[config.mk]
export PLATFORM = sky130hd
export DESIGN_NAME = enc8x3_serializer
export DESIGN_NICKNAME = d
export VERILOG_FILES = /design/src/rtl/enc8x3_serializer.sv
export SDC_FILE = /design/constraint.sdc
export NUM_CORES = 1
export LEC_CHECK = 0
export CAP_MARGIN = 20
export CORE_MARGIN = 4
export CORE_UTILIZATION = 49
export CTS_CLUSTER_SIZE = 30
export DETAILED_ROUTE_END_ITERATION = 10
export GPL_ROUTABILITY_DRIVEN = 1
export PLACE_DENSITY = 0.85
export REMOVE_ABC_BUFFERS = 1
export SLEW_MARGIN = 20
export SYNTH_ARGS = -nofsm -noshare
export SYNTH_HDL_FRONTEND = slang
export SYNTH_SLANG_ARGS = --single-unit
export TNS_END_PERCENT = 20
[constraint.sdc]
create_clock -name clk -period 3.33 [get_ports clk]
set_input_delay 0.4995 -clock clk [delete_from_list [all_inputs] [get_ports clk]]
set_output_delay 0.4995 -clock clk [all_outputs]
set_load 0.01 [all_outputs]
[src/rtl/enc8x3_serializer.sv]
// rtl/enc8x3_serializer.sv - serializes an 8-bit request vector into one 3-bit index per beat.
// Optional emitted-code counter on codes_total when ENC_STATS_EN is defined.
module enc8x3_serializer #(
  parameter int MSB_FIRST = 0
) (
  input  logic        clk,
  input  logic        rst,
  input  logic        en,
  input  logic        in_valid,
  output logic        in_ready,
  input  logic [7:0]  in_vec,
  output logic        out_valid,
  input  logic        out_ready,
  output logic [2:0]  out_code,
  output logic        out_last,
  output logic        busy,
  output logic [3:0]  vec_cnt,
  output logic [15:0] codes_total
);

  typedef enum logic {IDLE, EMIT} state_t;

  state_t      state;
  state_t      state_nxt;
  logic [7:0]  pending;
  logic [3:0]  cnt;
  logic [2:0]  sel_idx;
  logic        sel_last;
  logic        accept;
  logic        beat;

  function automatic logic [3:0] popcount8(input logic [7:0] v);
    logic [3:0] s;
    s = 4'd0;
    for (int i = 0; i < 8; i++) begin
      s = s + {3'd0, v[i]};
    end
    return s;
  endfunction

  // Later loop iterations win, so the scan direction sets the priority.
  always_comb begin
    sel_idx = 3'd0;
    if (MSB_FIRST != 0) begin
      for (int i = 0; i < 8; i++) begin
        if (pending[i]) sel_idx = 3'(i);
      end
    end else begin
      for (int i = 7; i >= 0; i--) begin
        if (pending[i]) sel_idx = 3'(i);
      end
    end
  end

  assign sel_last = (pending != 8'd0) && ((pending & (pending - 8'd1)) == 8'd0);
  assign accept   = in_valid && in_ready;
  assign beat     = out_valid && out_ready;

  always_ff @(posedge clk or posedge rst) begin
    if (rst) begin
      state <= IDLE;
    end else begin
      state <= state_nxt;
    end
  end

  always_comb begin
    state_nxt = state;
    case (state)
      IDLE: if (accept && (in_vec != 8'd0)) state_nxt = EMIT;
      EMIT: if (out_ready && sel_last)      state_nxt = IDLE;
      default: state_nxt = IDLE;
    endcase
  end

  always_comb begin
    in_ready  = 1'b0;
    out_valid = 1'b0;
    busy      = 1'b0;
    out_code  = 3'd0;
    out_last  = 1'b0;
    case (state)
      IDLE: in_ready = en && !rst;
      EMIT: begin
        out_valid = 1'b1;
        busy      = 1'b1;
        out_code  = sel_idx;
        out_last  = sel_last;
      end
      default: ;
    endcase
  end

  always_ff @(posedge clk or posedge rst) begin
    if (rst) begin
      pending <= 8'd0;
      cnt     <= 4'd0;
    end else if (state == IDLE) begin
      if (accept && (in_vec != 8'd0)) begin
        pending <= in_vec;
        cnt     <= popcount8(in_vec);
      end
    end else if (out_ready) begin
      pending <= pending & ~(8'd1 << sel_idx);
      if (sel_last) cnt <= 4'd0;
    end
  end

  assign vec_cnt = cnt;

`ifdef ENC_STATS_EN
  logic [15:0] total_q;

  always_ff @(posedge clk or posedge rst) begin
    if (rst) begin
      total_q <= 16'd0;
    end else if (beat && (total_q != 16'hFFFF)) begin
      total_q <= total_q + 16'd1;
    end
  end

  assign codes_total = total_q;
`else
  assign codes_total = 16'h0000;
`endif

endmodule

# --- Yosys cells after proc, flatten, opt, wreduce, memory -nomap -nowiden ---
# Cells that the tools add are included.
word_totals:
  reg_bits: 13
  word_cells: 52
classes:
  bitwise_logic: 4
  n_eq_ne: 2
  n_mux: 22
  shifts: 1
  add_sub_neg: 8
  n_reduce_logical: 12
ops:
  columns: ["op", "count"]
  rows:
  - ["two-way mux 3 bit", 9]
  - ["two-way mux 8 bit", 3]
  - ["adder 4 x 1 -> 4 bit", 4]
  - ["AND 8 bit", 2]
  - ["two-way mux 4 bit", 4]
  - ["nonzero test 8 bit", 2]
  - ["logical NOT 8 bit", 1]
  - ["NOT 8 bit", 1]
  - ["left shift 1 x 3 -> 8 bit (first input constant)", 1]
  - ["subtractor 8 x 1 -> 8 bit (second input constant)", 1]
  - ["logical AND 1 bit", 5]
  - ["two-way mux 1 bit", 5]
  - ["adder 3 x 1 -> 4 bit", 1]
  - ["adder 2 x 1 -> 3 bit", 1]
  - ["AND reduction 3 bit", 1]
  - ["adder 1 x 1 -> 2 bit", 1]
  - ["!= test 2 x 1 -> 1 bit (second input constant)", 1]
  - ["!= test 2 bit (second input constant)", 1]
  - ["case mux 1 bit (2 select lines)", 1]
  - ["AND reduction 2 bit", 1]
  - ["nonzero test 2 bit", 1]
  - ["logical NOT 1 bit", 1]
  - ["NOT 1 bit", 1]

# --- Longest topological paths before layout ---
# Gate-level depths: netlist of run 1.
depth:
  depth_word: 13
  mapped_depth: 10
  mapped_depth_nobuf: 10

# --- Worst setup path before layout of run 1 ---
# OpenSTA, ideal clock, no wires.
synth_path:
  kind: "input port to flip-flop"
  from: "in in_vec[0]"
  to: "reg cnt[2] (netlist: vec_cnt[2])"
  required_ps: 3229
  setup_slack_ps: 342
  t_arrival_ps: 2887
  stages: 10
  cell_sequence: "fa_1 > inv_1 > fa_1 > fa_1 > inv_1 > ha_1 > inv_1 > fa_1 > xor2_1 > o32ai_1"
synth_via:
  elab_chain_cells: 9
  word_cells_on_any_way: 13
  cone_classes: "add/sub (7); mux (2); reduce/logical (4)"
synth_lines:
  columns: ["element", "line", "rtl"]
  rows:
  - ["from (decl)", "11", "input logic [7:0] in_vec,"]
  - ["adder 1 x 1 -> 2 bit", "36", "s = s + {3'd0, v[i]};"]
  - ["adder 2 x 1 -> 3 bit", "36", null]
  - ["adder 3 x 1 -> 4 bit", "36", null]
  - ["adder 4 x 1 -> 4 bit (4 in a row)", "36", null]
  - ["two-way mux 4 bit", "99", "if (accept && (in_vec != 8'd0)) begin"]
  - ["two-way mux 4 bit", "98", "end else if (state == IDLE) begin"]
  - ["to (signal assigned)", "101", "cnt <= popcount8(in_vec);"]
  - ["to (decl)", "26", "logic [3:0] cnt;"]
# Several ways; a longest one is shown, not always the timed one. The select of a mux whose other input is x is not followed.
# A chain may end at the register's enable or synchronous reset.

# --- Worst setup path after layout of run 1 ---
layout_path:
  from: "in in_vec[1]"
  to: "reg cnt[2] (netlist: vec_cnt[2])"
# Same word-level chain as after synthesis.

==> summary.md, run 1 <==
The flow ran to the end, and the final reports show no timing, DRC or antenna violations. For the worst setup path, the data required time is 3.51 ns. Buffers placed on the I/O ports in this run total 23. The routed wirelength normalized by instance count was 14.5 um. The logs give 0.00340 ns for the worst clock skew and 0.28 ns for the clock latency at the later pin of the worst-skew pair. IR analysis of the VDD net gives a maximum drop of 0.463 mV. Critical path startpoint: in_vec[1].

The aggregate global routing overflow came out at 0. The cell repeated most along the worst path was sky130_fd_sc_hd__fa_1. The global-route track usage on met3 was 0.0368; the worst reg-to-reg path cell count was 4. For the number of global-route vias before repair, the log shows 971. Vertical die dimension: 56.8 um. The upper clock frequency limit came out at 0.310 GHz.

Synthesis inferred 13 register bits. The tools report the maximum root-to-sink buffer count as 2. The first routing iteration left 37 violations.

The fraction of final layout cells sized beyond drive strength 1 came out at 0.0892. Grouping stages by cell kind, the critical path spends the most delay in adder cells. Summing all multi-input logic gate instances after layout gives 662 um^2. Data arrives at the worst endpoint at 3.41 ns. Detailed placement finished with a half-perimeter wire length of 2.10 mm. The share of the cycle needed by the critical path after routing works out to 0.969. For the fraction of the core area covered by cells at the end of the flow, the log shows 0.626. Power comes to 0.00104 W.

The tools report the global routing usage on met1 as 0.208. The sequential cell fraction of total power came out at 0.325. The cell at the root of the clock tree is sky130_fd_sc_hd__clkbuf_4. Traced cell by cell, the critical path runs through clkdlybuf4s50_1, fa_1, inv_1, fa_1, fa_1, inv_1, ha_1, inv_1, fa_1, xor2_1, o32ai_1. Fill cells in the final layout number 185. For this run, the number of Yosys warnings is 0.

The worst setup path is captured at a register. Setup repair after global routing left no endpoint under its margin. The net switching share of the total power is 0.454. The run gives 4.37 mm as the global-route wire length before repair. The total standard cell area after synthesis was 0.00117 mm^2; the depth of the worst hold-timing path was 2. In this run, distinct cell masters in the synthesized netlist total 39. In this run the power density over the cells is 744 mW/mm^2.

Buffers added to address setup during post-CTS repair amount to 0. The layout-stage area growth over the synthesis result is 19.7%, and the total clock buffers created by CTS is 3. Wires add up to 2.69 mm.

The die width was 56.8 um; the area occupied by registers was 325 um^2. The run gives 0.279 as the sequential element share of the synthesized area. The critical path contains buffers and inverters numbering 4 combined. The tools report the post-route standard cell area excluding fillers as 0.00140 mm^2.

The internal power of the cells totals 0.000568 W. The analysis attributes to net switching a power of 0.000472 W. For the aggregate global-route resource usage, the log shows 0.170. In this run the worst path has a maximum fanout of 2.

In this run the static leakage power is 0.675 nW. In this run the number of cells on the critical path is 11. The final layout contains 179 nets.

The tools report the final max-slew violation count as 0. The critical path class was in2reg. Across the run, the number of max-cap violations was 0. The count of final hold-check violations is 0.

The startpoint of the most critical hold path is vec_cnt[0]. The register-to-register setup slack is 1.11 ns. The tools report the post-placement cell count as 181. The class of the worst hold path is reg2reg.

The global routing's busiest layer is met2. 0 antenna diodes ended up in the layout. Entering global routing, the biggest net connects 15 pins.

The worst path needs 3.23 ns of the cycle, external delays included. The per-instance average area after synthesis is 8.91 um^2. The endpoint of the most critical register-to-register path is vec_cnt[3].

The cell row count was 17. In this run the cell area measured after placement is 0.00137 mm^2. For the initial core utilization, the log shows 0.523. The startpoint identified for the worst register-to-register timing path is pending[0]. TritonCTS built the clock tree. In this run the remaining antenna-violating nets after routing total 0.

The portion of total power attributed to combinational logic is 0.577. For the global-route track usage on met2, the log shows 0.281. Worst setup path endpoint: vec_cnt[2]. The global placer's final weighted congestion was 0.893; the post-detailed-route via-to-cell ratio was 5.51. Initial antenna violation count: 0.

The area of the core was 0.00223 mm^2. Slowest cell on the critical path: sky130_fd_sc_hd__fa_1. For this run, design rule violations remaining after detail routing come to 0. The final setup violation count was 0; the relative slew slack was 0.663.

After technology mapping, the gate count stands at 131. The overall via count from detail_route was 1020; the clock edge transition at the registers on the reported setup and hold paths was 0.08 ns. The worst setup path is launched from an input port.

In this run the count of I/O pins placed on the die edge is 40. The slew at the pin with the worst max-slew slack was 0.501 ns. The number of H-tree levels is 1. The tools report the part of the total power dissipated in the clock network as 0.098. The number of sinks on the clock net was 13.

The first detailed-routing pass took 4 iterations. The total die area is 0.00323 mm^2. For this run, the slowest stage of the critical path takes 0.51 ns.

For this run, the number of standard cells in the final layout without fillers is 185.
[registers in the layout (all words and copies together) (netlist names)]
register  cells
vec_cnt       4
state         1
pending       8
[area by class of cell]
class / instances / area share
repair buffers: 30 / 0.204
multi-input cells: 93 / 0.474
flip-flops and latches: 13 / 0.233
inverters: 17 / 0.0457
well taps: 28 / 0.0251
clock buffers: 4 / 0.0188
[metal layers]
layer | vias up | wire length, um
li1 | 480 | -
met1 | 486 | 1070
met2 | 45 | 1370
met3 | 9 | 188
met4 | 0 | 59
met5 | - | 0
[power groups by stage]
stage               Sequential, W  Combinational [W]  Clock (W)
floorplan                0.000322           0.000369          0
global placement         0.000332           0.000576          0
detailed placement       0.000336           0.000596          0
CTS                      0.000335           0.000602   0.000100
global route             0.000350           0.000661   0.000113
finish                   0.000338           0.000600   0.000102
[worst min-delay path by stage]
stage,slack (ns),endpoint
5_1_grt,0.57,vec_cnt[0]
3_3_place_gp,0.50,vec_cnt[3]
4_1_cts,0.53,vec_cnt[3]
3_5_place_dp,0.51,vec_cnt[3]
2_1_floorplan,0.38,pending[0]
6_report,0.53,vec_cnt[0]
[metrics by stage]
stage	worst slack (ns)	hold slack (ns)	TNS, ns
CTS	0.0642	0.531	0
finish	0.105	0.533	0
detailed placement	-0.220	0.513	-0.438
global placement	-0.169	0.499	-0.331
global route	0.00752	0.567	0
floorplan	0.342	0.382	0
[worst register-to-register path: stages (launching register included)]
cell	delay [ns]
sky130_fd_sc_hd__dfrtp_1	0.46
sky130_fd_sc_hd__or4_1	0.68
sky130_fd_sc_hd__o21a_1	0.24
sky130_fd_sc_hd__or4b_1	0.50
sky130_fd_sc_hd__a31o_1	0.23
[placed cells by master, fill, tap and decap left out, types with 5 or more instances in the layout]
master,synthesis,final
sky130_fd_sc_hd__clkdlybuf4s50_1,0,22
sky130_fd_sc_hd__inv_1,17,17
sky130_fd_sc_hd__conb_1,1,16
sky130_fd_sc_hd__dfrtp_1,13,13
sky130_fd_sc_hd__o21ai_0,11,11
sky130_fd_sc_hd__nand2_1,7,7
sky130_fd_sc_hd__buf_4,18,7
sky130_fd_sc_hd__a22o_1,6,6
sky130_fd_sc_hd__nor3_1,5,5
sky130_fd_sc_hd__nor2_1,5,5
[cell usage after synthesis]
cell type / n / area, um^2
sky130_fd_sc_hd__buf_4: 18 / 135
sky130_fd_sc_hd__inv_1: 17 / 63.8
sky130_fd_sc_hd__dfrtp_1: 13 / 325
sky130_fd_sc_hd__o21ai_0: 11 / 55.1
sky130_fd_sc_hd__nand2_1: 7 / 26.3
sky130_fd_sc_hd__a22o_1: 6 / 52.6
sky130_fd_sc_hd__nor2_1: 5 / 18.8
sky130_fd_sc_hd__nor3_1: 5 / 25.0
sky130_fd_sc_hd__fa_1: 4 / 80.1
sky130_fd_sc_hd__ha_1: 4 / 50.1
sky130_fd_sc_hd__a21oi_1: 3 / 15.0
sky130_fd_sc_hd__and3_1: 3 / 18.8
sky130_fd_sc_hd__o32ai_1: 3 / 26.3
sky130_fd_sc_hd__clkbuf_1: 2 / 7.51
sky130_fd_sc_hd__nor4_1: 2 / 12.5
sky130_fd_sc_hd__nor4b_1: 2 / 17.5
sky130_fd_sc_hd__o22ai_1: 2 / 12.5
sky130_fd_sc_hd__or4b_1: 2 / 20.0
sky130_fd_sc_hd__xor2_1: 2 / 17.5
sky130_fd_sc_hd__a21o_1: 1 / 7.51
sky130_fd_sc_hd__a22o_2: 1 / 10.0
sky130_fd_sc_hd__a31o_1: 1 / 8.76
sky130_fd_sc_hd__a31oi_1: 1 / 6.26
sky130_fd_sc_hd__a41oi_1: 1 / 8.76
sky130_fd_sc_hd__buf_2: 1 / 5.00
sky130_fd_sc_hd__buf_6: 1 / 11.3
sky130_fd_sc_hd__clkbuf_8: 1 / 13.8
sky130_fd_sc_hd__conb_1: 1 / 3.75
sky130_fd_sc_hd__maj3_1: 1 / 10.0
sky130_fd_sc_hd__nand2b_1: 1 / 6.26
sky130_fd_sc_hd__nor2b_1: 1 / 6.26
sky130_fd_sc_hd__nor4bb_1: 1 / 10.0
sky130_fd_sc_hd__o21a_1: 1 / 7.51
sky130_fd_sc_hd__o21bai_1: 1 / 7.51
sky130_fd_sc_hd__o311a_1: 1 / 10.0
sky130_fd_sc_hd__o41a_2: 1 / 12.5
sky130_fd_sc_hd__o41ai_4: 1 / 27.5
sky130_fd_sc_hd__or3_2: 1 / 7.51
sky130_fd_sc_hd__or4_1: 1 / 7.51
[timing repair]
action | 4_1_cts | 5_1_grt
resized for setup | 0 | 1
setup endpoints to repair | 0 | 1
hold buffers | 0 | 0
[cells by family after synthesis]
| logic type | count (synthesis) | share of synthesized area |
|---|---|---|
| buffers and inverters | 40 | 0.203 |
| AOI/OAI and AO/OA | 35 | 0.229 |
| and+or+nand+nor | 31 | 0.151 |
| DFF | 13 | 0.279 |
| adders and majority gates | 9 | 0.120 |
| xor gates and xnor gates | 2 | 0.0150 |
| other | 1 | 0.00321 |
Power figures use the tool's default switching activity.
==> inputs of run 2 (changes only) <==
--- a/config.mk
+++ b/config.mk
@@ -5,12 +5,13 @@
 export SDC_FILE = /design/constraint.sdc
 export NUM_CORES = 1
 export LEC_CHECK = 0
+export ABC_AREA = 0
 export CAP_MARGIN = 20
 export CORE_MARGIN = 4
 export CORE_UTILIZATION = 49
 export CTS_CLUSTER_SIZE = 30
 export DETAILED_ROUTE_END_ITERATION = 10
-export GPL_ROUTABILITY_DRIVEN = 1
+export GPL_ROUTABILITY_DRIVEN = 0
 export PLACE_DENSITY = 0.85
 export REMOVE_ABC_BUFFERS = 1
 export SLEW_MARGIN = 20
==> results of run 2 <==
Final layout, timing and power as in run 1 (identical DEF).
